==> src/rtl/ppg_sweep_ctrl_if.sv <==
// ppg_sweep_ctrl_if: bundles the job-side and Iterate-side signals of the sweep controller.
//   master : the sweep controller (drives job status, it_start and the it_*_in operands)
//   slave  : its environment (job requester plus the Iterate datapath)
// Job side     : job_start, max_sweeps, xhat_init, r_init -> job_busy, job_done, converged,
//                timeout_err, sweep_count, xhat_result
// Iterate side : it_start, it_xhat_in, it_r_in, it_max_xj_in -> it_done, it_xhat_out,
//                it_r_out, it_max_xj_out, it_max_dxj_out
interface ppg_sweep_ctrl_if #(
  parameter int unsigned I  = 10,
  parameter int unsigned J  = 2,
  parameter int unsigned N  = 8,
  parameter int unsigned SW = 8
);
  // Job side
  logic          job_start;
  logic [SW-1:0] max_sweeps;
  logic [N-1:0]  xhat_init [J];
  logic [N-1:0]  r_init [I];
  logic          job_busy;
  logic          job_done;
  logic          converged;
  logic          timeout_err;
  logic [SW-1:0] sweep_count;
  logic [N-1:0]  xhat_result [J];

  // Iterate side
  logic          it_start;
  logic          it_done;
  logic [N-1:0]  it_xhat_in [J];
  logic [N-1:0]  it_r_in [I];
  logic [N-1:0]  it_max_xj_in;
  logic [N-1:0]  it_xhat_out [J];
  logic [N-1:0]  it_r_out [I];
  logic [N-1:0]  it_max_xj_out;
  logic [N-1:0]  it_max_dxj_out;

  modport master (
    input  job_start, max_sweeps, xhat_init, r_init,
    input  it_done, it_xhat_out, it_r_out, it_max_xj_out, it_max_dxj_out,
    output job_busy, job_done, converged, timeout_err, sweep_count, xhat_result,
    output it_start, it_xhat_in, it_r_in, it_max_xj_in
  );

  modport slave (
    output job_start, max_sweeps, xhat_init, r_init,
    output it_done, it_xhat_out, it_r_out, it_max_xj_out, it_max_dxj_out,
    input  job_busy, job_done, converged, timeout_err, sweep_count, xhat_result,
    input  it_start, it_xhat_in, it_r_in, it_max_xj_in
  );
endinterface

==> src/rtl/ppg_sweep_ctrl.sv <==
// ppg_sweep_ctrl: outer-loop sequencer for the Iterate datapath. One job is one
// proximal-gradient solve: load xhat/r, repeatedly launch Iterate feeding each sweep's
// results back in, and stop on convergence, sweep limit, or a hung Iterate.
// Ports:
//   clk  - clock, all state updates on the rising edge
//   rst  - synchronous active-high reset (returns to IDLE, clears all state and outputs)
//   bus  - ppg_sweep_ctrl_if master modport (job handshake/results and Iterate operands)
module ppg_sweep_ctrl #(
  parameter int unsigned I         = 10,
  parameter int unsigned J         = 2,
  parameter int unsigned N         = 8,
  parameter int unsigned SW        = 8,
  parameter int unsigned TOL_SHIFT = 4,
  parameter int unsigned TIMEOUT   = 1023
) (
  input  logic            clk,
  input  logic            rst,
  ppg_sweep_ctrl_if.master bus
);

  localparam int unsigned WW = (TIMEOUT > 0) ? $clog2(TIMEOUT + 1) : 1;

  typedef enum logic [2:0] {
    StIdle,
    StLaunch,
    StWait,
    StCheck,
    StDone
  } state_e;

  state_e        state_q, state_d;
  logic [N-1:0]  xhat_q [J];
  logic [N-1:0]  xhat_d [J];
  logic [N-1:0]  r_q [I];
  logic [N-1:0]  r_d [I];
  logic [N-1:0]  mxj_q, mxj_d;
  logic [N-1:0]  dxj_q, dxj_d;
  logic [SW-1:0] sweep_q, sweep_d;
  logic [SW-1:0] limit_q, limit_d;
  logic          conv_q, conv_d;
  logic          tout_q, tout_d;
  logic [WW-1:0] wait_q, wait_d;

  always_comb begin
    state_d = state_q;
    xhat_d  = xhat_q;
    r_d     = r_q;
    mxj_d   = mxj_q;
    dxj_d   = dxj_q;
    sweep_d = sweep_q;
    limit_d = limit_q;
    conv_d  = conv_q;
    tout_d  = tout_q;
    wait_d  = wait_q;

    unique case (state_q)
      StIdle: begin
        if (bus.job_start) begin
          xhat_d  = bus.xhat_init;
          r_d     = bus.r_init;
          mxj_d   = '0;
          sweep_d = '0;
          conv_d  = 1'b0;
          tout_d  = 1'b0;
          // A zero limit still runs one sweep.
          limit_d = (bus.max_sweeps == '0) ? SW'(1) : bus.max_sweeps;
          state_d = StLaunch;
        end
      end

      StLaunch: begin
        wait_d  = '0;
        state_d = StWait;
      end

      StWait: begin
        if (bus.it_done) begin
          xhat_d  = bus.it_xhat_out;
          r_d     = bus.it_r_out;
          mxj_d   = bus.it_max_xj_out;
          dxj_d   = bus.it_max_dxj_out;
          if (sweep_q != '1) begin
            sweep_d = sweep_q + SW'(1);
          end
          state_d = StCheck;
        end else if (wait_q == WW'(TIMEOUT)) begin
          tout_d  = 1'b1;
          state_d = StDone;
        end else begin
          wait_d = wait_q + WW'(1);
        end
      end

      StCheck: begin
        // Magnitudes are unsigned; the tolerance is a fraction of the largest |xj|.
        if (dxj_q <= (mxj_q >> TOL_SHIFT)) begin
          conv_d  = 1'b1;
          state_d = StDone;
        end else if (sweep_q >= limit_q) begin
          state_d = StDone;
        end else begin
          state_d = StLaunch;
        end
      end

      StDone: begin
        state_d = StIdle;
      end

      default: begin
        state_d = StIdle;
      end
    endcase
  end

  always_ff @(posedge clk) begin
    if (rst) begin
      state_q <= StIdle;
      xhat_q  <= '{default: '0};
      r_q     <= '{default: '0};
      mxj_q   <= '0;
      dxj_q   <= '0;
      sweep_q <= '0;
      limit_q <= '0;
      conv_q  <= 1'b0;
      tout_q  <= 1'b0;
      wait_q  <= '0;
    end else begin
      state_q <= state_d;
      xhat_q  <= xhat_d;
      r_q     <= r_d;
      mxj_q   <= mxj_d;
      dxj_q   <= dxj_d;
      sweep_q <= sweep_d;
      limit_q <= limit_d;
      conv_q  <= conv_d;
      tout_q  <= tout_d;
      wait_q  <= wait_d;
    end
  end

  // Moore outputs; operand registers drive Iterate directly and hold through LAUNCH/WAIT.
  assign bus.job_busy     = (state_q != StIdle);
  assign bus.job_done     = (state_q == StDone);
  assign bus.it_start     = (state_q == StLaunch);
  assign bus.converged    = conv_q;
  assign bus.timeout_err  = tout_q;
  assign bus.sweep_count  = sweep_q;
  assign bus.xhat_result  = xhat_q;
  assign bus.it_xhat_in   = xhat_q;
  assign bus.it_r_in      = r_q;
  assign bus.it_max_xj_in = mxj_q;

endmodule

==> src/flat_wrapper.sv <==
// flat-port wrapper written by rule: the top's interface ports become plain ports
module ppg_sweep_ctrl_flat 
#(
  parameter int unsigned I         = 10,
  parameter int unsigned J         = 2,
  parameter int unsigned N         = 8,
  parameter int unsigned SW        = 8,
  parameter int unsigned TOL_SHIFT = 4,
  parameter int unsigned TIMEOUT   = 1023
)
  (clk, rst, bus_job_start, bus_max_sweeps, bus_xhat_init, bus_r_init, bus_it_done, bus_it_xhat_out, bus_it_r_out, bus_it_max_xj_out, bus_it_max_dxj_out, bus_job_busy, bus_job_done, bus_converged, bus_timeout_err, bus_sweep_count, bus_xhat_result, bus_it_start, bus_it_xhat_in, bus_it_r_in, bus_it_max_xj_in);
  ppg_sweep_ctrl_if #(.I(I), .J(J), .N(N), .SW(SW)) bus_i ();
  input  logic clk;
  input  logic rst;
  input wire logic [$bits(bus_i.job_start)-1:0] bus_job_start;
  input wire logic [$bits(bus_i.max_sweeps)-1:0] bus_max_sweeps;
  input wire logic [$bits(bus_i.xhat_init)-1:0] bus_xhat_init;
  input wire logic [$bits(bus_i.r_init)-1:0] bus_r_init;
  input wire logic [$bits(bus_i.it_done)-1:0] bus_it_done;
  input wire logic [$bits(bus_i.it_xhat_out)-1:0] bus_it_xhat_out;
  input wire logic [$bits(bus_i.it_r_out)-1:0] bus_it_r_out;
  input wire logic [$bits(bus_i.it_max_xj_out)-1:0] bus_it_max_xj_out;
  input wire logic [$bits(bus_i.it_max_dxj_out)-1:0] bus_it_max_dxj_out;
  output wire logic [$bits(bus_i.job_busy)-1:0] bus_job_busy;
  output wire logic [$bits(bus_i.job_done)-1:0] bus_job_done;
  output wire logic [$bits(bus_i.converged)-1:0] bus_converged;
  output wire logic [$bits(bus_i.timeout_err)-1:0] bus_timeout_err;
  output wire logic [$bits(bus_i.sweep_count)-1:0] bus_sweep_count;
  output wire logic [$bits(bus_i.xhat_result)-1:0] bus_xhat_result;
  output wire logic [$bits(bus_i.it_start)-1:0] bus_it_start;
  output wire logic [$bits(bus_i.it_xhat_in)-1:0] bus_it_xhat_in;
  output wire logic [$bits(bus_i.it_r_in)-1:0] bus_it_r_in;
  output wire logic [$bits(bus_i.it_max_xj_in)-1:0] bus_it_max_xj_in;
  assign bus_i.job_start = bus_job_start;
  assign bus_i.max_sweeps = bus_max_sweeps;
  assign bus_i.xhat_init = {>>{bus_xhat_init}};
  assign bus_i.r_init = {>>{bus_r_init}};
  assign bus_i.it_done = bus_it_done;
  assign bus_i.it_xhat_out = {>>{bus_it_xhat_out}};
  assign bus_i.it_r_out = {>>{bus_it_r_out}};
  assign bus_i.it_max_xj_out = bus_it_max_xj_out;
  assign bus_i.it_max_dxj_out = bus_it_max_dxj_out;
  assign bus_job_busy = bus_i.job_busy;
  assign bus_job_done = bus_i.job_done;
  assign bus_converged = bus_i.converged;
  assign bus_timeout_err = bus_i.timeout_err;
  assign bus_sweep_count = bus_i.sweep_count;
  assign bus_xhat_result = {>>{bus_i.xhat_result}};
  assign bus_it_start = bus_i.it_start;
  assign bus_it_xhat_in = {>>{bus_i.it_xhat_in}};
  assign bus_it_r_in = {>>{bus_i.it_r_in}};
  assign bus_it_max_xj_in = bus_i.it_max_xj_in;
  ppg_sweep_ctrl #(.I(I), .J(J), .N(N), .SW(SW), .TOL_SHIFT(TOL_SHIFT), .TIMEOUT(TIMEOUT)) u_core (.clk(clk), .rst(rst), .bus(bus_i));
endmodule
==> config.mk <==
export PLATFORM = sky130hd
export DESIGN_NAME = ppg_sweep_ctrl_flat
export DESIGN_NICKNAME = d
export VERILOG_FILES = /design/src/rtl/ppg_sweep_ctrl_if.sv /design/src/rtl/ppg_sweep_ctrl.sv /design/src/flat_wrapper.sv
export SDC_FILE = /design/constraint.sdc
export NUM_CORES = 1
export LEC_CHECK = 0
export BUFFER_PORTS_ARGS = -buffer_cell sky130_fd_sc_hd__buf_2
export CAP_MARGIN = 30
export CORE_AREA = 3 3 135 137
export DETAILED_ROUTE_END_ITERATION = 6
export DIE_AREA = 0 0 138 140
export GPL_ROUTABILITY_DRIVEN = 1
export PLACE_DENSITY_LB_ADDON = 0.08
export SLEW_MARGIN = 20
export SYNTH_ARGS = -nofsm -noshare
export SYNTH_HDL_FRONTEND = slang
export SYNTH_SLANG_ARGS = --single-unit
==> constraint.sdc <==
create_clock -name clk -period 2 [get_ports clk]
set_input_delay 0.1 -clock clk [delete_from_list [all_inputs] [get_ports clk]]
set_output_delay 0.1 -clock clk [all_outputs]
set_load 0.05 [all_outputs]
==> results.md, run 1 <==
* Hold Vio Cnt, Final at 0
* Die Area at 19300 um^2
* Worst setup EP type: flip-flop
* PortBufs at 352
* Hold depth at 3
* Total core area at 17200 um^2
* Wire per inst at ~16 um
* Asr flop ratio synth at 0
* CTS resizes at 0
* Post-place setup slack at ~0.09 ns
* Die Height at between 100 and 150 um
* Syn. warnings at 0
* Starting Density at 0.382
* Largest net degree at the start of global routing at 91
* Share of cells above drive strength 1 at 0.303
* Layout fillers at about 1400
* Root buffer cell: clkbuf_16
* Overall Global Routing Usage at 0.263
* Synth Register Bits at roughly 140
* Register area share after synthesis at 0.437
* Hold wc startpoint: bus_it_xhat_out[13]
* Worst reg2reg path startpoint: u_core.wait_q[0]$_SDFFE_PP0P_
* Pins Over Slew Limit at 0
* Hold endpoint: u_core.bus.it_xhat_in[13]$_SDFFE_PP0P_
* CP arrival at about 2.2 ns
* TritonCTS clock tree: yes
* Outcome: complete, no violations
* Placer Congestion at 0.831
* Final setup margin at 0.121 ns
* Drt pass-1 iters at 5
* Worst Path Required at ~2.4 ns
* Fmax at 532 MHz
* Top post-synthesis cells by count: nand2_1, dfxtp_1, nor2_1
* R2R Setup Slk at 0.12 ns
* First-pass GRT wire length at about 42000 um
* Vias/cell at 5.00
* Ys flop type: dfxtp_1
* Measured slew at the worst slew-check pin at 0.497 ns
* Max-Cap Viols at 0
* Post-synth EDFFs at 0
* Post-synth top area cell: dfxtp_1
* Unique masters post-synth at 50
* # DRC at 0
* Crit-path max FO at 4
* Syn Std Cell Area at 6560 um^2
* Antenna cells at 0
* Clock tree buffer depth at 2
* Crit Path Category: flip-flop to flip-flop
* Area growth syn-to-layout at 71.9%
* Hold Path Class: input pin to flip-flop
* Antenna violations before repair at 0
* Detailed Route Iter0 Violations at 382
* Total power per unit cell area at 902 nW/um^2
* CTS buffer count at 17
* Nets@finish at 1601
* ANT nets after route at 0
* Clk sinks at 143
* Final setup TNS at 0 ns
* Synth Instances at between 800 and 900
* Later-pin clock latency in the skew report at 0.42 ns
* Worst-path clk slew at about 0.060 ns
* Post-layout min period at 1.88 ns
* Final period utilization at 0.939
* Worst reg2reg path depth at 6
* Row count at 48
* Die span in x at ~140 um
* WL final at 26100 um
* LEAKAGE at approximately 0.005 uW
* Top-count cell post-synth: nand2_1
* Synth top area share at 0.437
* Worst r2r dst: u_core.state_q[0]$_SDFFE_PP0P_
* RSZ-0062 raised after global routing: no
* Synthesized net count at 1073
* Vias at 8033
* Grt total ovfl at 0
* Maximum vdd ir drop at a little under 0.0006 V
* Nature of the critical path startpoint: flip-flop
* Skew final at 0.00924 ns
* # H-tree levels at 4
* HPWL Detailed at roughly 17000 um
* Synthesized area per cell at roughly 7.8 um^2
* Area contributors post-synth: dfxtp_1, nand2_1, a311oi_1
* Relative slew slack at 0.669
* Number of global-route vias before repair at 8089
* Ports at 353
* Setup Viol. Count Final at 0
==> sequential cells by signal, summed over array words and instances, names as in the netlist <==
signal	count
u_core.bus.it_xhat_in	16
u_core.state_q	3
u_core.bus.it_r_in	80
u_core.limit_q	8
u_core.bus.sweep_count	8
u_core.bus.converged	1
u_core.bus.timeout_err	1
u_core.dxj_q	8
u_core.bus.it_max_xj_in	8
u_core.wait_q	10
==> power by group <==
group / internal (uW) / leakage, uW / total (uW) / switching [uW]
clock: 1990 / 0.000281 / 3210 / 1220
sequential: 3180 / 0.00118 / 3390 / 203
combinational: 1160 / 0.00369 / 3570 / 2410
==> cell type report <==
class / count / area [um^2] / area share
Clock buffer: 22 / 454 / 0.0403
Tap cell: 225 / 282 / 0.0250
Timing Repair Buffer: 590 / 4220 / 0.374
Clock inverter: 10 / 136 / 0.0121
Inverter: 20 / 75.1 / 0.00666
Multi-Input combinational cell: 595 / 3240 / 0.287
Sequential cell: 143 / 2870 / 0.254
==> cell families (layout without fill, tap and decap cells) <==
group | count (synthesis) | in the layout | synth area share
simple gates | 411 | 411 | 0.260
compound gates | 156 | 156 | 0.186
flops | 143 | 143 | 0.437
buf+inv | 101 | 642 | 0.0716
fa+ha+maj | 14 | 14 | 0.0267
xor+xnor | 12 | 12 | 0.0160
mux | 2 | 2 | 0.00305
==> routing by layer <==
| layer | global-route usage | vias to the layer above | routed length (um) |
|---|---|---|---|
| met1 | 0.316 | 3660 | 10600 |
| met4 | 0.113 | 0 | 890 |
| met2 | 0.443 | 370 | 12800 |
| met5 | 0 | - | 0 |
| li1 | - | 3938 | - |
| met3 | 0.0707 | 65 | 1870 |
==> critical path: stages (launching register included) <==
cell and delay [ns]:
dfxtp_1 0.36, ha_1 0.22, nand2_1 0.10, o31ai_4 0.30
o311ai_1 0.18, or4_1 0.57, o21ai_1 0.09
==> per-stage QoR <==
stage,util,cell area (um^2),power [uW],cells,hold WS [ns]
after global placement,0.496,8520,6610,1357,0.344
final,0.656,11300,10200,1605,0.0244
after floorplan,-,6560,5720,839,0.236
after global routing,0.656,11300,10600,1605,0.0115
after detailed placement,0.496,8520,6620,1357,0.342
after CTS,0.656,11300,10200,1605,0.00528
==> repair_timing <==
action                                 CTS  global route
endpoints found under the hold margin  121             0
buffers inserted                         0             0
setup endpoints to repair                0             8
hold buffers                           216             0
==> placed cells by master (no fill, tap or decap), types with 4 or more instances in the layout <==
master / instances
a21oi_1: 33
a311oi_1: 96
buf_12: 10
buf_2: 351
buf_4: 13
clkbuf_1: 4
clkbuf_16: 17
dfxtp_1: 140
dlygate4sd3_1: 216
ha_1: 14
inv_1: 20
nand2_1: 243
nand2b_1: 4
nand3_1: 17
nor2_1: 117
nor3_1: 4
o21ai_0: 8
xnor2_1: 11
==> worst max path at each step <==
| stage | startpoint | end | slack, ns | cells after the start |
|---|---|---|---|---|
| after floorplan | u_core.bus.it_max_xj_in[5]$_SDFFE_PP0P_ | u_core.state_q[0]$_SDFFE_PP0P_ | 0.01 | 7 |
| after detailed placement | u_core.state_q[1]$_SDFFE_PP0P_ | u_core.bus.sweep_count[6]$_SDFFE_PP0P_ | 0.09 | 4 |
| final | u_core.wait_q[0]$_SDFFE_PP0P_ | u_core.state_q[0]$_SDFFE_PP0P_ | 0.12 | 6 |
| after global routing | u_core.wait_q[1]$_SDFFE_PP0P_ | u_core.state_q[0]$_SDFFE_PP0P_ | 0.004 | 6 |
| after global placement | u_core.state_q[1]$_SDFFE_PP0P_ | u_core.bus.sweep_count[2]$_SDFFE_PP0P_ | 0.13 | 5 |
| after CTS | u_core.state_q[1]$_SDFFE_PP0P_ | u_core.bus.sweep_count[6]$_SDFFE_PP0P_ | 0.07 | 4 |
Note: power is estimated with default switching activity, not from simulation.
==> inputs of run 2 (changes only) <==
==> constraint.sdc (replaced) <==
create_clock -name clk -period 2 [get_ports clk]
set_input_delay 0.3 -clock clk [delete_from_list [all_inputs] [get_ports clk]]
set_output_delay 0.3 -clock clk [all_outputs]
set_load 0.05 [all_outputs]
==> results.md, run 2 (synthesized netlist as in run 1, its figures left out) <==
* Total design power at 9930 uW (-2.4%)
* Pins Over Slew Limit at 0 (unchanged)
* Die Area at 19300 um^2 (unchanged)
* CTS buffer count at 17 (unchanged)
* Later-pin clock latency in the skew report at 0.42 ns (about the same)
* Detailed Route Iter0 Violations at 349 (-8.6%)
* Area growth syn-to-layout at 39.7%
* HPWL Detailed at 16600 um (-2.3%)
* Clk sinks at 143 (unchanged)
* Crit Path Category: flip-flop to output port
* WL final at 22600 um (-13%)
* Grt total ovfl at 0 (unchanged)
* Most frequent cells in the layout: buf_2, nand2_1, dfxtp_1, nor2_1, a311oi_1
* Nets@finish at 1387 (-13%)
* Die Height at 140 um (unchanged)
* M3 GR Usage at 0.0758 (+0.00512)
* CP arrival at 1.62 ns (-0.61 ns)
* R2R Setup Slk at 0.14 ns (+0.02 ns)
* Finished Layout Cells at 1394 (-13%)
* Overall Global Routing Usage at 0.223 (-0.0401)
* Grt peak-use layer: met2
* Placer Congestion at 0.826 (-0.55%)
* Setup Viol. Count Final at 0 (unchanged)
* Clock tree buffer depth at 2 (unchanged)
* Share of cells above drive strength 1 at 0.364 (+0.0607)
* Starting Density at 0.382 (unchanged)
* Largest net degree at the start of global routing at 124 (+36%)
* Antenna violations before repair at 3 (+3)
* Commonest non-fill, non-tap cell in the layout: buf_2
* PortBufs at 352 (unchanged)
* Wire per inst at 16.2 um (-0.37%)
* Worst setup EP type: output port
* # Post-CTS Setup Buffers at 0 (unchanged)
* Hold Path Class: input pin to flip-flop
* Worst r2r dst: u_core.state_q[0]$_SDFFE_PP0P_
* Outcome: complete, no violations
* Hold Vio Cnt, Final at 0 (unchanged)
* Die span in x at 138 um (unchanged)
* First-pass GRT wire length at 35100 um (-16%)
* Final setup TNS at 0 ns (unchanged)
* Global-route track usage on met1 at 0.277 (-0.0393)
* Layout fillers at 1720 (+22%)
* Maximum vdd ir drop at 0.000611 V (+2.8%)
* Crit-path max FO at 9 (+5)
* Skew final at 0.00771 ns (-0.00153 ns)
* Worst-path clk slew at 0.06 ns (about the same)
* Total power per unit cell area at 1080 nW/um^2 (+20%)
* Vias at 6910 (-14%)
* Hold depth at 2 (-1)
* Row count at 48 (unchanged)
* Hold_buf cts at 0 (-100%)
* Hold wc startpoint: rst
* Post-layout min period at 1.92 ns (+0.0452 ns)
* Ports at 353 (unchanged)
* Nature of the critical path startpoint: flip-flop
* Worst reg2reg path startpoint: u_core.wait_q[0]$_SDFFE_PP0P_
* Worst reg2reg path depth at 6 (unchanged)
* CTS resizes at 0 (unchanged)
* Number of global-route vias before repair at 6418 (-21%)
* Total core area at 17200 um^2 (unchanged)
* LEAKAGE at 0.00426 uW (-17%)
* Max-Cap Viols at 0 (unchanged)
* Placed Instances at 1359 (+0.15%)
* Worst Path Required at 1.70 ns (-0.65 ns)
* Measured slew at the worst slew-check pin at 0.725 ns (+0.228 ns)
* Hold endpoint: u_core.bus.converged$_SDFFE_PP0P_
* Met2 usage at 0.365 (-0.0776)
* # DRC at 0 (unchanged)
* TritonCTS clock tree: yes
* Max FFs per register at 80 (unchanged)
* Multi-input gate area at 3250 um^2 (+0.27%)
* Drt pass-1 iters at 4 (-1)
* Vias/cell at 4.96 (-0.96%)
* Final period utilization at 0.962 (+0.0226)
* Sequential Area at 2870 um^2 (about the same)
* # H-tree levels at 4 (unchanged)
* Fmax at 520 MHz (-2.3%)
* Root buffer cell: clkbuf_16
* Relative slew slack at 0.517 (-0.152)
* ANT nets after route at 0 (unchanged)
## run 2: how the worst max path moves through the flow
| stage | endpoint | from | depth (start not counted) | slack (ns) |
|---|---|---|---|---|
| after floorplan | u_core.state_q[0]$_SDFFE_PP0P_ | u_core.bus.it_max_xj_in[5]$_SDFFE_PP0P_ | 7 | 0.01 |
| after global placement | u_core.bus.sweep_count[2]$_SDFFE_PP0P_ | u_core.state_q[1]$_SDFFE_PP0P_ | 5 | 0.1 |
| after detailed placement | u_core.bus.sweep_count[0]$_SDFFE_PP0P_ | u_core.state_q[1]$_SDFFE_PP0P_ | 5 | 0.1 |
| after CTS | bus_job_busy | u_core.state_q[2]$_SDFFE_PP0P_ | 5 | 0.02 |
| after global routing | bus_it_start | u_core.state_q[1]$_SDFFE_PP0P_ | 5 | -0.007 |
| final | bus_it_start | u_core.state_q[1]$_SDFFE_PP0P_ | 5 | 0.08 |
## run 2: cell type report
| cell class | instances | share of cell area |
|---|---|---|
| Clock buffer | 22 | 0.0507 |
| Multi-Input combinational cell | 595 | 0.354 |
| Sequential cell | 143 | 0.313 |
| Timing Repair Buffer | 376 | 0.225 |
| Tap cell | 225 | 0.0307 |
| Clock inverter | 10 | 0.0175 |
| Antenna cell | 3 | 0.000819 |
| Inverter | 20 | 0.00819 |
## run 2: per-layer routing
metal | routed length, um | vias to the layer above
met3 | 1710 | 21
met1 | 9570 | 3136
met5 | 0 | -
met2 | 10900 | 236
met4 | 400 | 0
li1 | - | 3517
## run 2: critical path, cell delays in order (launching register included)
cell	delay (ns)
dfxtp_1	0.49
inv_1	0.17
nand3b_1	0.13
buf_4	0.16
inv_1	0.05
buf_2	0.20
## run 2: metrics by stage
stage,hold WS (ns),area [um^2],setup WS (ns),utilization
after floorplan,0.436,6560,0.0140,-
after global placement,0.442,8520,0.0988,0.496
after detailed placement,0.446,8520,0.0986,0.496
after CTS,0.0917,9140,0.0206,0.532
after global routing,0.101,9160,-0.00717,0.533
final,0.109,9160,0.0761,0.533
## run 2: power by group
group	switching (uW)	total (uW)	internal [uW]
clock	1220	3370	2150
combinational	2290	3170	882
sequential	197	3380	3190
